## src/rtl/adder_sequencer.sv

```systemverilog
// Two-requester 16-bit adder that time-shares an external 4-bit adder slice,
// one nibble per cycle, with round-robin arbitration on contention.
module adder_sequencer (
  input  logic        clk,
  input  logic        rst_n,
  input  logic        req0_valid,
  output logic        req0_ready,
  input  logic [15:0] req0_a,
  input  logic [15:0] req0_b,
  input  logic        req1_valid,
  output logic        req1_ready,
  input  logic [15:0] req1_a,
  input  logic [15:0] req1_b,
  output logic [3:0]  add_a,
  output logic [3:0]  add_b,
  output logic        add_cin,
  input  logic [3:0]  add_sum,
  input  logic        add_cout,
  output logic        res_valid,
  output logic [15:0] res_sum,
  output logic        res_cout,
  output logic        res_id,
  output logic        busy
);
  localparam logic [1:0] IDLE = 2'd0;
  localparam logic [1:0] RUN  = 2'd1;
  localparam logic [1:0] DONE = 2'd2;

  typedef struct packed {
    logic [15:0] a;
    logic [15:0] b;
    logic        id;
  } op_t;

  logic [1:0]  state;
  logic        prio;
  logic [1:0]  nib;
  logic        carry;
  logic [11:0] acc;
  op_t         op;
  logic        gnt1, accept;

  // Readys are gated by rst_n so they drop the instant reset asserts.
  assign gnt1       = req1_valid && (!req0_valid || prio);
  assign req1_ready = rst_n && (state == IDLE) && gnt1;
  assign req0_ready = rst_n && (state == IDLE) && req0_valid && !gnt1;
  assign accept     = req0_ready || req1_ready;
  assign busy       = (state != IDLE);
  assign res_valid  = (state == DONE);

  always_comb begin
    add_a   = 4'd0;
    add_b   = 4'd0;
    add_cin = 1'b0;
    if (state == RUN) begin
      add_a   = op.a[{nib, 2'b00} +: 4];
      add_b   = op.b[{nib, 2'b00} +: 4];
      add_cin = carry;
    end
  end

  always_ff @(posedge clk or negedge rst_n) begin
    if (!rst_n) begin
      state    <= IDLE;
      prio     <= 1'b0;
      nib      <= 2'd0;
      carry    <= 1'b0;
      acc      <= 12'd0;
      op       <= '0;
      res_sum  <= 16'd0;
      res_cout <= 1'b0;
      res_id   <= 1'b0;
    end else begin
      case (state)
        IDLE: if (accept) begin
          op.a  <= req1_ready ? req1_a : req0_a;
          op.b  <= req1_ready ? req1_b : req0_b;
          op.id <= req1_ready;
          nib   <= 2'd0;
          carry <= 1'b0;
          state <= RUN;
        end
        RUN: begin
          carry <= add_cout;
          case (nib)
            2'd0: acc[3:0]  <= add_sum;
            2'd1: acc[7:4]  <= add_sum;
            2'd2: acc[11:8] <= add_sum;
            default: begin
              // Publish only when complete so the result outputs hold between ops.
              res_sum  <= {add_sum, acc};
              res_cout <= add_cout;
              res_id   <= op.id;
            end
          endcase
          if (nib == 2'd3) state <= DONE;
          else             nib   <= nib + 2'd1;
        end
        DONE: begin
          prio  <= ~op.id;
          state <= IDLE;
        end
        default: state <= IDLE;
      endcase
    end
  end
endmodule

```

## config.mk

```make
export PLATFORM = sky130hd
export DESIGN_NAME = adder_sequencer
export DESIGN_NICKNAME = d
export VERILOG_FILES = /design/src/rtl/adder_sequencer.sv
export SDC_FILE = /design/constraint.sdc
export NUM_CORES = 1
export LEC_CHECK = 0
export CAP_MARGIN = 40
export CORE_MARGIN = 2
export CORE_UTILIZATION = 32
export CTS_BUF_LIST = sky130_fd_sc_hd__clkbuf_8
export CTS_CLUSTER_DIAMETER = 150
export CTS_CLUSTER_SIZE = 8
export DETAILED_ROUTE_END_ITERATION = 8
export HOLD_SLACK_MARGIN = 0.02
export PLACE_DENSITY_LB_ADDON = 0.2
export SYNTH_ARGS = -nofsm -noshare
export SYNTH_HDL_FRONTEND = slang
export SYNTH_SLANG_ARGS = --single-unit
```

## constraint.sdc

```tcl
create_clock -name clk -period 2.15 [get_ports clk]
set_input_delay 0.3225 -clock clk [delete_from_list [all_inputs] [get_ports clk]]
set_output_delay 0.3225 -clock clk [all_outputs]
set_load 0.02 [all_outputs]
```

==> impl_metrics.csv, run 1 <==
group,metric,value,unit
status,status,"completed",
yosys,yosys_register_bits,69,
sta,finalWorstSetupSlack,52.3,ps
power_and_ir_drop,p_per_area,1320,nW/µm²
final_layout,drive_gt1_share,21.8,%
critical_path,worst_setup_path_start_kind,"flip-flop",
critical_path,cp.buffers_inverters,3,
sta,post-route-period-util,97.6,%
grt,grt_pass1_vias,3157,
critical_path,path_cells,"buf_6, buf_4, mux4_2, and2_1, buf_2",
sta,period_minus_slack,2100,ps
route,drt_first_iter_violations,160,
yosys,ys.flop_type,"dfrtp_1",
critical_path,crit_path_top_delay_cell,"mux4_2",
critical_path,cp_num_cells,5,
final_layout,area_delta_synth_final,34.6,%
power_and_ir_drop,power.leakage,1.96,nW
clock_tree,cts_buffer_depth,2,
sta,hold-worst-slack,26.4,ps
critical_path,critical_path.max_fanout,6,
place,io_buffers,103,
critical_path,critical_path_required,1830,ps
floorplan,die_h,113,µm
grt,grt_pass1_wl,16300,µm
sta,fin_skew,6.60,ps
yosys,yosys.area.top_type,"dfrtp_1",
route,wire_per_inst,17.3,µm
floorplan,core-area,11500,µm²
sta,slew_headroom,64.6,%
yosys,syn-num-nets,399,
place,dp_hpwl,6910,µm
floorplan,fp.dieArea,12700,µm²
job,maxCapViolCount,0,
route,num_vias,3006,
yosys,synth-edff-count,0,
sta,rsz0062_at_grt,"yes",
grt,grt_start_max_net_pins,43,
yosys,async_flop_share,100,%
critical_path,reg2reg_depth,4,
yosys,yosys-top-cells-area,"dfrtp_1 46%, o31ai_2 9.9%, mux2_1 8.9%, a31oi_1 5.3%, nand4_1 5.3%",
route,route.detailed.drc,0,
critical_path,cp_top_family,"multiplexers",
floorplan,start_util,33.0,%
route,wirelength,9800,µm
clock_tree,tritoncts,"yes",
worst_hold_path,hold_path_class,"primary input to asynchronous set/reset pin",
floorplan,num_rows,39,
sta,worst_pin_slew,530,ps
yosys,post_synth.cell_area_avg,11.8,µm²
clock_tree,path_clk_slew,80,ps
critical_path,max_stage_delay,470,ps
place,gp_congestion,0.750,
clock_tree,cts_buffers,9,
route,viasPerCell,5.32,
yosys,syn_inst,321,
final_layout,layout.nets,495,
floorplan,fp.dieW,113,µm
clock_tree,cts_sinks,69,
yosys,ys_seq_area_share,45.6,%
floorplan,ios,104,
power_and_ir_drop,ir_drop,0.000605,V
clock_tree,holdBufCountCts,0,
route,first_pass_iters,4,
grt,antenna_found_initial,0,
clock_tree,ctsRootBufferMaster,"clkbuf_8",
sta,setup_tns,0,ps
sta,max_freq,477,MHz
clock_tree,cts_max_level,3,
clock_tree,clk_latency,330,ps
sta,finalSetupViolCount,0,
sta,finalHoldViolCount,0,
yosys,synthesis.area,3780,µm²
final_layout,n_antenna_cell,0,
grt,grt_usage,16.0,%
yosys,synth_cell_types,35,
sta,drv_slew,0,
yosys,synth_top_area_share,45.6,%
place,dp_slack,4.14,ps
route,ant_nets,0,
final_layout,fillers,1116,
grt,overflow,0,
critical_path,cp-end-kind,"output port",
yosys,yosys_warnings,0,
critical_path,arrival,1780,ps
critical_path,crit_type,"flip-flop to output port",
path summary, 6_finish.rpt:
check                                startpoint                     end  slack, ps
setup / recovery             nib[0]$_DFFE_PN0P_                add_b[2]         50
hold / removal                            rst_n        prio$_DFFE_PN0P_         30
setup reg to reg           state[0]$_DFFE_PN0P_       op[6]$_DFFE_PN0P_        310
hold reg to reg              acc[9]$_DFFE_PN0P_  res_sum[9]$_DFFE_PN0P_        480
max in group asynchronous                 rst_n       carry$_DFFE_PN0P_       1570
min in group clk             acc[9]$_DFFE_PN0P_  res_sum[9]$_DFFE_PN0P_        480
cells by family after synthesis:
group | after synthesis | synth area share (%)
adder cells (fa/ha/maj) | 5 | 1.65
buffers and inverters | 43 | 7.51
multiplexers | 39 | 14.0
AO/OA/AOI/OAI | 103 | 21.0
AND/OR/NAND/NOR | 62 | 10.3
flip-flops | 69 | 45.6
area by class of cell:
type	instances	area, µm²	area share [%]
clock buffer	9	124	2.43
clock inverter	7	80.1	1.57
inverter	5	18.8	0.369
multi-input combinational	209	1790	35.1
sequential	69	1730	33.9
tap	143	179	3.51
timing repair buffer	123	1180	23.1
metrics by stage:
| stage | cell area (µm²) | util, % | total power [mW] | instances |
|---|---|---|---|---|
| after global placement | 4890 | 42.7 | 5.76 | 546 |
| after global routing | 5090 | 44.4 | 7.22 | 565 |
| after detailed placement | 4910 | 42.8 | 5.83 | 547 |
| after CTS | 5110 | 44.5 | 6.88 | 563 |
| after floorplan | 3780 | - | 4.51 | 321 |
| final | 5090 | 44.4 | 6.74 | 565 |
where the power goes:
group	switching, mW	internal, mW	leakage [nW]
sequential	0.360	1.95	0.792
combinational	1.75	1.60	1.07
clock	0.538	0.552	0.0973
total	2.65	4.10	1.96
cell usage in the layout, fill, tap and decap left out, types with 10 or more instances in the layout:
master	count
clkdlybuf4s50_1	91
dfrtp_1	69
a21oi_1	34
nand4_1	32
a31oi_1	32
o31ai_2	30
mux2_1	30
buf_4	16
and2_1	10
metal layers:
metal,routed length (µm),GRT usage (%),up-vias
met5,0,0,-
met4,130,5.53,0
met3,507,3.27,11
met2,4840,26.3,89
met1,4320,21.2,1487
li1,-,-,1419
repair_timing:
action	in CTS	in global routing
resized for setup	35	5
hold endpoints to repair	0	0
setup endpoints to repair	11	5
setup buffers	0	2
Yosys cell counts (2+ instances only):
master,count
nand2_1,7
mux2_1,30
buf_4,5
o31ai_2,30
a21oi_1,34
a31oi_1,32
nor2_1,2
inv_1,5
nand4_1,32
clkbuf_1,16
o31ai_1,2
buf_2,8
dfrtp_1,69
buf_12,3
buf_6,6
ha_1,5
mux4_2,8
and2_1,10
registers in the layout, summed over array words and instances, names as in the netlist, 2 cells and up:
name and cells:
res_sum 16, acc 12, state 2, op 33
nib 2
Power figures use the tool's default switching activity.
==> run 2, diff against run 1 <==
--- a/config.mk
+++ b/config.mk
@@ -7,7 +7,7 @@
 export LEC_CHECK = 0
 export CAP_MARGIN = 40
 export CORE_MARGIN = 2
-export CORE_UTILIZATION = 32
+export CORE_UTILIZATION = 50
 export CTS_BUF_LIST = sky130_fd_sc_hd__clkbuf_8
 export CTS_CLUSTER_DIAMETER = 150
 export CTS_CLUSTER_SIZE = 8
==> impl_metrics.csv, run 2 (same netlist as run 1, synthesis figures left out) <==
group,metric,value,unit
grt,grt_pass1_wl,16000,µm
grt,antenna_found_initial,0,
status,status,"completed",
sta,slew_headroom,62.6,%
final_layout,n_antenna_cell,0,
sta,max_freq,489,MHz
final_layout,final_common_cell,"clkdlybuf4s50_1",
clock_tree,path_clk_slew,70,ps
sta,worst_pin_slew,561,ps
route,drt_first_iter_violations,198,
clock_tree,cts_max_level,3,
final_layout,largest_register_ffs,33,
critical_path,crit_type,"flip-flop to output port",
sta,setup_tns,0,ps
sta,drv_slew,0,
final_layout,final_area,5060,µm²
critical_path,worst_setup_path_start_kind,"flip-flop",
route,route.detailed.drc,0,
clock_tree,cts_buffers,9,
clock_tree,ctsRootBufferMaster,"clkbuf_8",
final_layout,area_delta_synth_final,33.8,%
worst_hold_path,hold_path_class,"flip-flop to flip-flop",
floorplan,start_util,51.9,%
place,io_buffers,103,
sta,finalWorstSetupSlack,105,ps
grt,grt_start_max_net_pins,63,
place,gp_congestion,0.921,
power_and_ir_drop,ir_drop,0.000511,V
grt,grt_pass1_vias,3263,
place,post_dp_cell_area,4890,µm²
critical_path,critical_path_required,1830,ps
route,first_pass_iters,4,
floorplan,fp.dieW,91.0,µm
power_and_ir_drop,p_per_area,1320,nW/µm²
floorplan,ios,104,
sta,rsz0062_at_grt,"no",
power_and_ir_drop,total_power,6.70,mW
route,num_vias,3079,
critical_path,cp-end-kind,"output port",
sta,finalSetupViolCount,0,
clock_tree,cts_buffer_depth,2,
route,viasPerCell,5.85,
final_layout,mostFrequentLayoutCells,"91 x clkdlybuf4s50_1, 68 x dfrtp_1, 34 x a21oi_1, 32 x nand4_1, 32 x a31oi_1",
clock_tree,clk_latency,330,ps
sta,fin_skew,7.62,ps
floorplan,core-area,7290,µm²
grt,overflow,0,
floorplan,fp.dieArea,8280,µm²
clock_tree,cts_sinks,69,
final_layout,regMostFlops,"op",
job,maxCapViolCount,0,
sta,period_minus_slack,2040,ps
sta,post-route-period-util,95.1,%
sta,finalHoldViolCount,0,
grt,grt_usage,24.6,%
route,wire_per_inst,18.6,µm
final_layout,reg_top3,"op x33, res_sum x16, acc x12",
critical_path,arrival,1720,ps
route,ant_nets,0,
power_and_ir_drop,power.leakage,1.98,nW
final_layout,drive_gt1_share,22.7,%
sta,hold-worst-slack,484,ps
place,dp_slack,47.1,ps
final_layout,layout.nets,500,
route,wirelength,9800,µm
clock_tree,tritoncts,"yes",
place,dp_hpwl,6720,µm
floorplan,die_h,91.0,µm
critical_path,critical_path.max_fanout,5,
floorplan,num_rows,31,
[run 2: cell count changes in the layout (fill, tap and decap cells not counted), sizes merged]
cell | before | now
dlygate4sd3 | 0 | 1
inv | 9 | 7
bufinv | 1 | 0
clkinv | 0 | 2
clkinvlp | 2 | 3
clkbuf | 9 | 13
[run 2: power by group]
group / internal [mW] / switching, mW
clock: 0.422 / 0.508
sequential: 1.95 / 0.373
combinational: 1.64 / 1.80
total: 4.01 / 2.68
[run 2: worst paths after layout]
path / from / endpoint / slack (ps) / depth (start not counted)
max: nib[0]$_DFFE_PN0P_ / add_a[2] / 110 / 4
min: acc[1]$_DFFE_PN0P_ / res_sum[1]$_DFFE_PN0P_ / 480 / 1
max reg2reg: state[1]$_DFFE_PN0P_ / op[15]$_DFFE_PN0P_ / 210 / 6
min reg2reg: acc[1]$_DFFE_PN0P_ / res_sum[1]$_DFFE_PN0P_ / 480 / 1
max in group asynchronous: rst_n / op[25]$_DFFE_PN0P_ / 1060 / 5
min in group asynchronous: rst_n / op[8]$_DFFE_PN0P_ / 580 / 4
[run 2: area by class of cell]
class	instances	area, µm²
Sequential cell	69	1730
Tap cell	99	124
Inverter	5	18.8
Timing Repair Buffer	128	1230
Fill cell	574	2230
Clock inverter	7	50.0
Multi-Input combinational cell	209	1790
Clock buffer	9	124
[run 2: per-stage QoR]
step	instances	utilization, %
floorplan	321	-
global placement	506	66.7
detailed placement	507	67.1
CTS	525	69.8
global route	526	69.4
finish	526	69.4
[run 2: layer usage]
layer	vias up	wire, µm	track usage (%)	part of all wire (%)
li1	1433	-	-	-
met1	1484	4220	33.2	43
met2	156	4710	39.2	48
met3	6	777	4.98	7.9
met4	0	98	9.34	1.0
met5	-	0	0	0
[run 2: repair_timing]
action                                 4_1_cts  5_1_grt
endpoints found under the hold margin        7        0
setup endpoints to repair                   11        9
cloned                                       0        1
gates resized for setup                     25       11
hold buffers                                 1        0
buffers inserted                             1        0
[run 2: worst max-delay path, stage by stage, from the launching register on]
cell and delay, ps:
dfrtp_2 420, buf_12 140, mux4_2 480, and2_1 190, buf_2 160
==> run 3, diff against run 2 <==
--- a/config.mk
+++ b/config.mk
@@ -14,6 +14,7 @@
 export DETAILED_ROUTE_END_ITERATION = 8
 export HOLD_SLACK_MARGIN = 0.02
 export PLACE_DENSITY_LB_ADDON = 0.2
+export SKIP_CTS_REPAIR_TIMING = 1
 export SYNTH_ARGS = -nofsm -noshare
 export SYNTH_HDL_FRONTEND = slang
 export SYNTH_SLANG_ARGS = --single-unit
==> impl_metrics.csv, run 3 (same netlist as run 1, synthesis figures left out) <==
group,metric,value,unit
status,status,"completed",
job,maxCapViolCount,0,
power_and_ir_drop,p_per_area,1350,nW/µm²
grt,overflow,0,
critical_path,worst_setup_path_start_kind,"flip-flop",
final_layout,mostFrequentLayoutCells,"91 x clkdlybuf4s50_1, 69 x dfrtp_1, 34 x a21oi_1, 32 x nand4_1, 32 x a31oi_1",
critical_path,reg2reg_to,"op[15]$_DFFE_PN0P_",
clock_tree,cts_buffer_depth,2,
critical_path,r2r_setup_slack,200,ps
final_layout,layout.nets,502,
worst_hold_path,hold_path_end,"res_sum[1]$_DFFE_PN0P_",
critical_path,cp_top_family,"multiplexers",
clock_tree,path_clk_slew,70,ps
critical_path,arrival,1750,ps
final_layout,n_antenna_cell,0,
grt,grt_start_max_net_pins,63,
route,wirelength,9920,µm
final_layout,final_common_cell,"clkdlybuf4s50_1",
grt,antenna_found_initial,0,
final_layout,post-route-util,70.5,%
sta,period_minus_slack,2080,ps
floorplan,fp.dieW,91.0,µm
clock_tree,cts_buffers,9,
final_layout,largest_register_ffs,33,
sta,max_freq,482,MHz
floorplan,ios,104,
critical_path,critical_path.max_fanout,4,
floorplan,num_rows,31,
grt,grt_usage,24.2,%
final_layout,area_delta_synth_final,35.8,%
power_and_ir_drop,power.leakage,2.06,nW
floorplan,core-area,7290,µm²
final_layout,regMostFlops,"op",
sta,fin_skew,8.76,ps
critical_path,reg2reg_depth,6,
grt,grt_pass1_wl,15800,µm
place,dp_hpwl,6720,µm
critical_path,max_stage_delay,490,ps
clock_tree,cts_sinks,69,
final_layout,drive_gt1_share,23.3,%
clock_tree,tritoncts,"yes",
power_and_ir_drop,total_power,6.91,mW
place,gp_congestion,0.921,
floorplan,die_h,91.0,µm
power_and_ir_drop,ir_drop,0.000794,V
route,route.detailed.drc,0,
worst_hold_path,hold_path_class,"flip-flop to flip-flop",
sta,slew_headroom,62.8,%
sta,setup_tns,0,ps
sta,finalHoldViolCount,0,
floorplan,start_util,51.9,%
place,io_buffers,103,
route,viasPerCell,5.90,
critical_path,crit_path_top_delay_cell,"mux4_2",
worst_hold_path,hold_start,"acc[1]$_DFFE_PN0P_",
route,wire_per_inst,18.8,µm
route,num_vias,3116,
clock_tree,cts_max_level,3,
grt,grt_pass1_vias,3225,
route,drt_first_iter_violations,215,
clock_tree,clk_latency,340,ps
critical_path,cp.buffers_inverters,3,
floorplan,fp.dieArea,8280,µm²
critical_path,cp-end-kind,"output port",
clock_tree,ctsRootBufferMaster,"clkbuf_8",
final_layout,reg_top3,"op x33, res_sum x16, acc x12",
sta,post-route-period-util,96.6,%
sta,finalSetupViolCount,0,
place,dp_slack,47.1,ps
route,ant_nets,0,
route,first_pass_iters,4,
sta,worst_pin_slew,558,ps
sta,drv_slew,0,
critical_path,crit_type,"flip-flop to output port",
critical_path,critical_path_required,1830,ps
critical_path,reg2reg_from,"state[1]$_DFFE_PN0P_",
worst_hold_path,hold_depth,1,
critical_path,path_cells,"buf_12, buf_6, mux4_2, and2_4, buf_4",
sta,rsz0062_at_grt,"no",
sta,finalWorstSetupSlack,74.0,ps
-- run 3: cell count changes in the layout (fill, tap and decap cells not counted), sizes merged --
cell          previous run  this run
buf                     30        32
clkbuf                  13        10
dlygate4sd2              2         0
dlymetal6s2s             0         5
-- run 3: report_power, final --
group	internal [mW]	switching [mW]
combinational	1.82	1.84
clock	0.422	0.510
sequential	1.95	0.367
-- run 3: cell type report --
cell class	count	area, µm²
well taps	99	124
clock buffers	9	124
inverters	5	18.8
clock inverters	7	50.0
flip-flops and latches	69	1730
repair buffers	130	1290
fillers	556	2150
multi-input cells	209	1800
-- run 3: worst max-delay path by stage --
stage | cells past startpoint | end | from | slack (ps)
floorplan | 3 | add_a[0] | nib[0]$_DFFE_PN0P_ | 440
global placement | 4 | req1_ready | req1_valid | 60
detailed placement | 4 | req1_ready | req1_valid | 50
CTS | 4 | add_a[3] | nib[0]$_DFFE_PN0P_ | -290
global route | 5 | add_a[1] | nib[0]$_DFFE_PN0P_ | 3
finish | 5 | add_b[2] | nib[0]$_DFFE_PN0P_ | 70
-- run 3: routing by layer --
metal | vias to the layer above | track usage, % | share of wire (%)
met5 | - | 0 | 0
met4 | 0 | 9.34 | 1.2
met2 | 140 | 38.3 | 48
met3 | 9 | 5.06 | 8.0
met1 | 1532 | 33.0 | 43
li1 | 1435 | - | -
-- run 3: metrics by stage --
step           hold slack, ps  std cells  cell area [µm²]
2_1_floorplan            26.9        321             3780
3_3_place_gp              454        506             4860
3_5_place_dp              379        507             4890
4_1_cts                  12.2        523             5070
5_1_grt                   503        528             5140
6_report                  484        528             5140
